<file path="src/rtl/frame_sink_if.sv">
// rtl/frame_sink_if.sv - APB config bus and stream input bundle for frame_sink
//
// Groups the frame_sink register-bus and stream signals.
//   cfg_*   : APB slave (paddr/pwrite/pwdata/psel/penable in, pready/prdata/pslverr out)
//   cfg_irq : latched end-of-frame interrupt
//   din_*   : stream input (valid/data/eof in, ready out)
// master: the side driving APB requests and stream beats; slave: frame_sink.
interface frame_sink_if #(
  parameter int DataBits = 8
);
  logic [5:0]          cfg_paddr;
  logic                cfg_pwrite;
  logic [31:0]         cfg_pwdata;
  logic                cfg_psel;
  logic                cfg_penable;
  logic                cfg_pready;
  logic [31:0]         cfg_prdata;
  logic                cfg_pslverr;
  logic                cfg_irq;
  logic                din_valid;
  logic                din_ready;
  logic [DataBits-1:0] din_data;
  logic                din_eof;

  modport master (
    output cfg_paddr, cfg_pwrite, cfg_pwdata, cfg_psel, cfg_penable,
    input  cfg_pready, cfg_prdata, cfg_pslverr, cfg_irq,
    output din_valid, din_data, din_eof,
    input  din_ready
  );

  modport slave (
    input  cfg_paddr, cfg_pwrite, cfg_pwdata, cfg_psel, cfg_penable,
    output cfg_pready, cfg_prdata, cfg_pslverr, cfg_irq,
    input  din_valid, din_data, din_eof,
    output din_ready
  );
endinterface

</file>
<file path="src/rtl/frame_sink.sv">
// rtl/frame_sink.sv - stream sink checking frame checksum, length and counter pattern
//
// Consumes frames from the frame generator, accumulates a 32-bit checksum and
// length per frame, checks each beat against the generator counter pattern and
// reports results through APB registers plus a latched end-of-frame IRQ.
// Ports: clk, rst (async, active high), bus (frame_sink_if.slave: cfg_* APB,
//        cfg_irq, din_* stream).
// Optional: define FRAME_SINK_THROTTLE_EN to enable periodic backpressure via
//           the Throttle register.
module frame_sink #(
  parameter int DataBits      = 8,
  parameter int ExpLenDefault = 2230
) (
  input  logic          clk,
  input  logic          rst,
  frame_sink_if.slave   bus
);
  typedef enum logic {WAIT_FIRST, IN_FRAME} state_t;

  state_t              state_q, state_d;
  logic [15:0]         pos_q, pos_d;
  logic [31:0]         acc_q, acc_d;
  logic [DataBits-1:0] pred_q, pred_d;
  logic [31:0]         csum_q, csum_d;
  logic [16:0]         last_len_q, last_len_d;
  logic [15:0]         frame_cnt_q, frame_cnt_d;
  logic [15:0]         data_err_q, data_err_d;
  logic [15:0]         exp_len_q, exp_len_d;
  logic [15:0]         len_err_q, len_err_d;
  logic                irq_q, irq_d;
  logic                ready_q, ready_d;
  logic [31:0]         prdata_q, prdata_d;
  logic [15:0]         thr_q, thr_d;
  logic [15:0]         thr_cnt_q, thr_cnt_d;

  logic                setup, wr, rd, beat, first;
  logic [3:0]          waddr;
  logic [DataBits-1:0] expected, step;
  logic [31:0]         sum;
  logic [16:0]         beat_len;
  logic                unused_ok;

  assign setup    = bus.cfg_psel & ~bus.cfg_penable;
  assign wr       = setup & bus.cfg_pwrite;
  assign rd       = setup & ~bus.cfg_pwrite;
  assign waddr    = bus.cfg_paddr[5:2];
  assign beat     = bus.din_valid & ready_q;
  assign first    = (state_q == WAIT_FIRST);
  // Frame n follows a counter starting at n with stride n+1; the prediction
  // advances from expected values so a single bad word costs one error.
  assign step     = DataBits'(frame_cnt_q) + DataBits'(1);
  assign expected = first ? DataBits'(frame_cnt_q) : pred_q;
  assign sum      = (first ? 32'd0 : acc_q) + 32'(bus.din_data);
  assign beat_len = {1'b0, pos_q} + 17'd1;

  assign bus.cfg_pready  = 1'b1;
  assign bus.cfg_pslverr = 1'b0;
  assign bus.cfg_prdata  = prdata_q;
  assign bus.cfg_irq     = irq_q;
  assign bus.din_ready   = ready_q;
  assign unused_ok       = ^{bus.cfg_paddr[1:0], bus.cfg_pwdata[31:16]};

  always_comb begin
    state_d     = state_q;
    pos_d       = pos_q;
    acc_d       = acc_q;
    pred_d      = pred_q;
    csum_d      = csum_q;
    last_len_d  = last_len_q;
    frame_cnt_d = frame_cnt_q;
    data_err_d  = data_err_q;
    exp_len_d   = exp_len_q;
    len_err_d   = len_err_q;
    irq_d       = irq_q;
    prdata_d    = prdata_q;
    thr_d       = thr_q;
    thr_cnt_d   = thr_cnt_q;
    ready_d     = 1'b1;

`ifdef FRAME_SINK_THROTTLE_EN
    // Counter cycles 0..t; ready is dropped for the cycle after it reaches t.
    thr_cnt_d = (thr_cnt_q == thr_q) ? 16'd0 : thr_cnt_q + 16'd1;
    ready_d   = !((thr_q != 16'd0) && (thr_cnt_q == thr_q));
`endif

    if (beat) begin
      if ((bus.din_data != expected) && (data_err_q != 16'hFFFF))
        data_err_d = data_err_q + 16'd1;
      if (bus.din_eof) begin
        state_d     = WAIT_FIRST;
        pos_d       = 16'd0;
        acc_d       = 32'd0;
        csum_d      = sum;
        last_len_d  = beat_len;
        frame_cnt_d = frame_cnt_q + 16'd1;
        if ((beat_len != {1'b0, exp_len_q}) && (len_err_q != 16'hFFFF))
          len_err_d = len_err_q + 16'd1;
      end else begin
        state_d = IN_FRAME;
        if (pos_q != 16'hFFFF)
          pos_d = pos_q + 16'd1;
        acc_d  = sum;
        pred_d = expected + step;
      end
    end

    if (wr) begin
      case (waddr)
        4'd5: exp_len_d = bus.cfg_pwdata[15:0];
`ifdef FRAME_SINK_THROTTLE_EN
        4'd7: begin
          thr_d     = bus.cfg_pwdata[15:0];
          thr_cnt_d = 16'd0;
        end
`endif
        4'd8: irq_d = bus.cfg_pwdata[0];
        4'd9: if (bus.cfg_pwdata[0]) begin
          // Applied after the beat update so Clear wins over a same-cycle eof.
          data_err_d  = 16'd0;
          len_err_d   = 16'd0;
          frame_cnt_d = 16'd0;
          csum_d      = 32'd0;
          last_len_d  = 17'd0;
        end
        default: ;
      endcase
    end

    // eof sets the IRQ even when a clearing write lands in the same cycle.
    if (beat && bus.din_eof)
      irq_d = 1'b1;

    if (rd) begin
      case (waddr)
        4'd0: prdata_d = {29'd0, (state_q == IN_FRAME), ready_q, bus.din_valid};
        4'd1: prdata_d = csum_q;
        4'd2: prdata_d = {15'd0, last_len_q};
        4'd3: prdata_d = {16'd0, frame_cnt_q};
        4'd4: prdata_d = {16'd0, data_err_q};
        4'd5: prdata_d = {16'd0, exp_len_q};
        4'd6: prdata_d = {16'd0, len_err_q};
        4'd7: prdata_d = {16'd0, thr_q};
        4'd8: prdata_d = {31'd0, irq_q};
        4'd9: prdata_d = 32'd0;
        default: ;
      endcase
    end
  end

  always_ff @(posedge clk or posedge rst) begin
    if (rst) begin
      state_q     <= WAIT_FIRST;
      pos_q       <= 16'd0;
      acc_q       <= 32'd0;
      pred_q      <= '0;
      csum_q      <= 32'd0;
      last_len_q  <= 17'd0;
      frame_cnt_q <= 16'd0;
      data_err_q  <= 16'd0;
      exp_len_q   <= 16'(ExpLenDefault);
      len_err_q   <= 16'd0;
      irq_q       <= 1'b0;
      ready_q     <= 1'b0;
      prdata_q    <= 32'd0;
      thr_q       <= 16'd0;
      thr_cnt_q   <= 16'd0;
    end else begin
      state_q     <= state_d;
      pos_q       <= pos_d;
      acc_q       <= acc_d;
      pred_q      <= pred_d;
      csum_q      <= csum_d;
      last_len_q  <= last_len_d;
      frame_cnt_q <= frame_cnt_d;
      data_err_q  <= data_err_d;
      exp_len_q   <= exp_len_d;
      len_err_q   <= len_err_d;
      irq_q       <= irq_d;
      ready_q     <= ready_d;
      prdata_q    <= prdata_d;
      thr_q       <= thr_d;
      thr_cnt_q   <= thr_cnt_d;
    end
  end
endmodule

</file>
<file path="src/flat_wrapper.sv">
// flat-port wrapper written by rule: the top's interface ports become plain ports
module frame_sink_flat 
#(
  parameter int DataBits      = 8,
  parameter int ExpLenDefault = 2230
)
  (clk, rst, bus_cfg_paddr, bus_cfg_pwrite, bus_cfg_pwdata, bus_cfg_psel, bus_cfg_penable, bus_cfg_pready, bus_cfg_prdata, bus_cfg_pslverr, bus_cfg_irq, bus_din_valid, bus_din_data, bus_din_eof, bus_din_ready);
  frame_sink_if #(.DataBits(DataBits)) bus_i ();
  input  logic clk;
  input  logic rst;
  input wire logic [$bits(bus_i.cfg_paddr)-1:0] bus_cfg_paddr;
  input wire logic [$bits(bus_i.cfg_pwrite)-1:0] bus_cfg_pwrite;
  input wire logic [$bits(bus_i.cfg_pwdata)-1:0] bus_cfg_pwdata;
  input wire logic [$bits(bus_i.cfg_psel)-1:0] bus_cfg_psel;
  input wire logic [$bits(bus_i.cfg_penable)-1:0] bus_cfg_penable;
  output wire logic [$bits(bus_i.cfg_pready)-1:0] bus_cfg_pready;
  output wire logic [$bits(bus_i.cfg_prdata)-1:0] bus_cfg_prdata;
  output wire logic [$bits(bus_i.cfg_pslverr)-1:0] bus_cfg_pslverr;
  output wire logic [$bits(bus_i.cfg_irq)-1:0] bus_cfg_irq;
  input wire logic [$bits(bus_i.din_valid)-1:0] bus_din_valid;
  input wire logic [$bits(bus_i.din_data)-1:0] bus_din_data;
  input wire logic [$bits(bus_i.din_eof)-1:0] bus_din_eof;
  output wire logic [$bits(bus_i.din_ready)-1:0] bus_din_ready;
  assign bus_i.cfg_paddr = bus_cfg_paddr;
  assign bus_i.cfg_pwrite = bus_cfg_pwrite;
  assign bus_i.cfg_pwdata = bus_cfg_pwdata;
  assign bus_i.cfg_psel = bus_cfg_psel;
  assign bus_i.cfg_penable = bus_cfg_penable;
  assign bus_cfg_pready = bus_i.cfg_pready;
  assign bus_cfg_prdata = bus_i.cfg_prdata;
  assign bus_cfg_pslverr = bus_i.cfg_pslverr;
  assign bus_cfg_irq = bus_i.cfg_irq;
  assign bus_i.din_valid = bus_din_valid;
  assign bus_i.din_data = bus_din_data;
  assign bus_i.din_eof = bus_din_eof;
  assign bus_din_ready = bus_i.din_ready;
  frame_sink #(.DataBits(DataBits), .ExpLenDefault(ExpLenDefault)) u_core (.clk(clk), .rst(rst), .bus(bus_i));
endmodule
</file>
<file path="config.mk">
export PLATFORM = sky130hd
export DESIGN_NAME = frame_sink_flat
export DESIGN_NICKNAME = d
export VERILOG_FILES = /design/src/rtl/frame_sink_if.sv /design/src/rtl/frame_sink.sv /design/src/flat_wrapper.sv
export SDC_FILE = /design/constraint.sdc
export NUM_CORES = 1
export LEC_CHECK = 0
export CAP_MARGIN = 20
export CORE_AREA = 2 2 143 145
export DETAILED_ROUTE_END_ITERATION = 10
export DIE_AREA = 0 0 145 147
export PLACE_DENSITY = 0.79
export SLEW_MARGIN = 40
export SYNTH_ARGS = -nofsm -noshare
export SYNTH_HDL_FRONTEND = slang
export SYNTH_SLANG_ARGS = --single-unit
</file>
<file path="constraint.sdc">
create_clock -name clk -period 9.07 [get_ports clk]
set_input_delay 1.3605 -clock clk [delete_from_list [all_inputs] [get_ports clk]]
set_output_delay 1.3605 -clock clk [all_outputs]
set_load 0.02 [all_outputs]
</file>
==> flow_summary.toml <==
[timing]
min_period_ns = 4.30
skew_ns = 0.00989
finalSetupViolCount = 0
grt_setup_unrepaired = "false"
whs_ns = 0.470
relSlewSlack_pct = 46.1
post-route-period-util_pct = 47.4
fmaxAchievable_mhz = 233
tightest_slew_ns = 0.807
tns_ns = 0
finalHoldViolations = 0
drv_slew = 0

[global_routing]
grt_start_max_net_pins = 138
track_usage_pct = 28.4
grt_pass1_wl_microns = 49100
grt_pass1_vias = 9130
grt_overflow = 0
antenna_found_initial = 1

[synth]
synth_most_common_cell = "dfrtp_1"
yosys_warnings = 0
syn_area_sq_um = 11400
ys.flop_type = "dfrtp_1"
synthArstFlopShare_pct = 100
synthTopCellsByArea = "dfrtp_1 43%, nand2_1 6.2%, o21ai_0 4.7%"
synth_top_area_cell = "dfrtp_1"
synth_edf_count = 0
yosys-top-cells-count = "198 x dfrtp_1, 190 x nand2_1, 108 x o21ai_0"
ys_seq_area_share_pct = 44.7
yosys.cell_types.count = 71
avgSynthCellArea_sq_um = 9.18
ys_ff_latch = 204
synth_top_cell_area_share_pct = 43.4
synthCells = 1245

[setup_path]
crit_required_ns = 9.43
cp_max_fo = 7
crit_chain = "clkdlybuf4s50_1, ha_1, fa_1, a21o_1, a21oi_1, o21bai_1, a2111oi_4, nor3_1, buf_4, and3_1, xnor2_1, o21ai_0"
endpoint_kind = "flop"
worstSetupPathType = "input port to flop"
cp.arrival_ns = 4.65
start_kind = "input port"
slowest_delay_ns = 0.59
cpMaxStageDelayCell = "a2111oi_4"

[floorplanning]
start_util_pct = 57.6
std_cell_rows = 52
die_h_microns = 147
core_sq_um = 19800
die_area_sq_um = 21300
io_pins = 89
dieWidth_microns = 145

[cells_and_area]
regArea_sq_um = 5110
fill_cells = 1596
stdcell_count = 1558
fin_area_sq_um = 13000
nNetsFinal = 1345
multiInputGateArea_sq_um = 5910
drive_above_1_share_pct = 8.93
diodes = 0
fin_util_pct = 65.5
area_growth_pct = 13.7

[detailed_routing]
ant_nets = 0
drt_iter0_drc = 1134
post_drt_via_cell_ratio = 6.28
wire_per_inst_microns = 19.5
vias = 9783
drc = 0
wirelength_microns = 30400
first_pass_iters = 6

[clock_tree]
h-tree-depth = 1
cts.clk_slew.worst_paths_ns = 0.06
cts_buffers = 23
insertion_delay_ns = 0.51
cts_setup_buffers = 0
hold_buffers = 0
cts.sinks = 204
post_cts_resized = 0
cts-root-buf = "clkbuf_16"
cts_max_path_buffers = 3
cts_tree = "yes"

[run_status]
status = "finished, final reports clean"

[power]
powerDensity_nw_per_um2 = 197
ir_worst_vdd_mv = 0.156
p_leak_uw = 0.00560

[placement]
placedInstanceArea_sq_um = 12200
place_hpwl_microns = 20700
place_inst = 1516
io_buffers = 68
place_congestion = 0.923

[flow_run]
maxCapViolCount = 0

[worst_hold_path]
hp-class = "flop to flop"
-- sequential cells by signal, summed over array words and instances (netlist names) --
| register | flops |
|---|---|
| u_core.state_q | 1 |
| u_core.len_err_q | 16 |
| u_core.bus.cfg_prdata | 32 |
| u_core.frame_cnt_q | 16 |
| u_core.bus.cfg_irq | 1 |
| u_core.data_err_q | 16 |
| u_core.last_len_q | 17 |
| u_core.pred_q | 8 |
| u_core.acc_q | 32 |
| u_core.bus.din_ready | 1 |
| u_core.exp_len_q | 16 |
| u_core.pos_q | 16 |
| u_core.csum_q | 32 |
-- through the flow --
stage | worst slack, ns | total power [uW]
after floorplan | 2.15 | 1460
after global placement | 4.42 | 1590
final | 4.77 | 2560
after global routing | 4.60 | 2680
after detailed placement | 4.34 | 1610
after CTS | 4.78 | 2560
-- cells in the final DEF (no fill, tap or decap), types with 10 or more instances in the layout --
master and n:
mux2_2 24, inv_1 12, xor2_1 55, a211oi_1 18, nor2_1 84, nand3_1 49
and2_1 16, a221oi_1 15, buf_4 13, nand4_1 15, a22o_1 11, ha_1 19
and4_1 12, a22oi_1 33, clkdlybuf4s50_1 68, or3_1 12, xnor2_1 36, o31ai_1 18
a31oi_1 10, and3_1 34, clkbuf_16 23, nor3_1 10, a21oi_1 52, o21ai_0 108
dfrtp_1 198, nand2_1 190
-- cell families (layout without fill, tap and decap cells) --
logic type      count (synthesis)  after routing  share of synthesized area [%]
xor+xnor                       94             94                           7.51
simple gates                  481            481                           20.6
mux                            31             31                           2.98
fa+ha+maj                      21             21                           2.43
compound gates                317            317                           17.8
buf+inv                        95            137                           3.88
flops                         204            204                           44.7
other cells                     2              3                         0.0657
-- area by class of cell --
type | instances | area share [%]
timing repair buffer | 82 | 6.08
clock buffer | 32 | 4.92
multi-input combinational | 947 | 45.5
tap | 270 | 2.60
clock inverter | 10 | 1.04
sequential | 204 | 39.4
inverter | 13 | 0.472
-- layer usage --
layer | GRT usage [%] | up-vias | wire [microns]
met5 | 0 | - | 13
met4 | 9.46 | 2 | 962
met3 | 5.43 | 64 | 2820
met2 | 41.8 | 470 | 13400
met1 | 42.5 | 4749 | 13200
li1 | - | 4498 | -
-- final timing paths --
kind	startpoint	end	slack, ns	cells past startpoint
min in group asynchronous	rst	u_core.data_err_q[13]	1.43	2
max in group asynchronous	rst	u_core.acc_q[16]	6.57	3
hold reg to reg	u_core.acc_q[1]	u_core.acc_q[1]	0.47	2
setup / recovery	bus_din_data[0]	u_core.csum_q[18]	4.77	12
setup reg to reg	u_core.state_q	u_core.csum_q[18]	5.43	12
hold / removal	u_core.acc_q[1]	u_core.acc_q[1]	0.47	2
-- worst max-delay path, delay by kind of cell --
kind,cells,cell delay (ns)
buffers and inverters,2,0.68
AOI/OAI and AO/OA,5,1.31
and+or+nand+nor,2,0.45
xor gates and xnor gates,1,0.19
adders and majority gates,2,0.65
-- power breakdown --
group	internal (uW)	switching, uW	total [uW]	leakage (uW)
combinational	210	272	481	0.00253
sequential	1020	113	1130	0.00270
clock	579	375	954	0.000379
total	1800	760	2560	0.00560
Note: power is estimated with default switching activity, not from simulation.
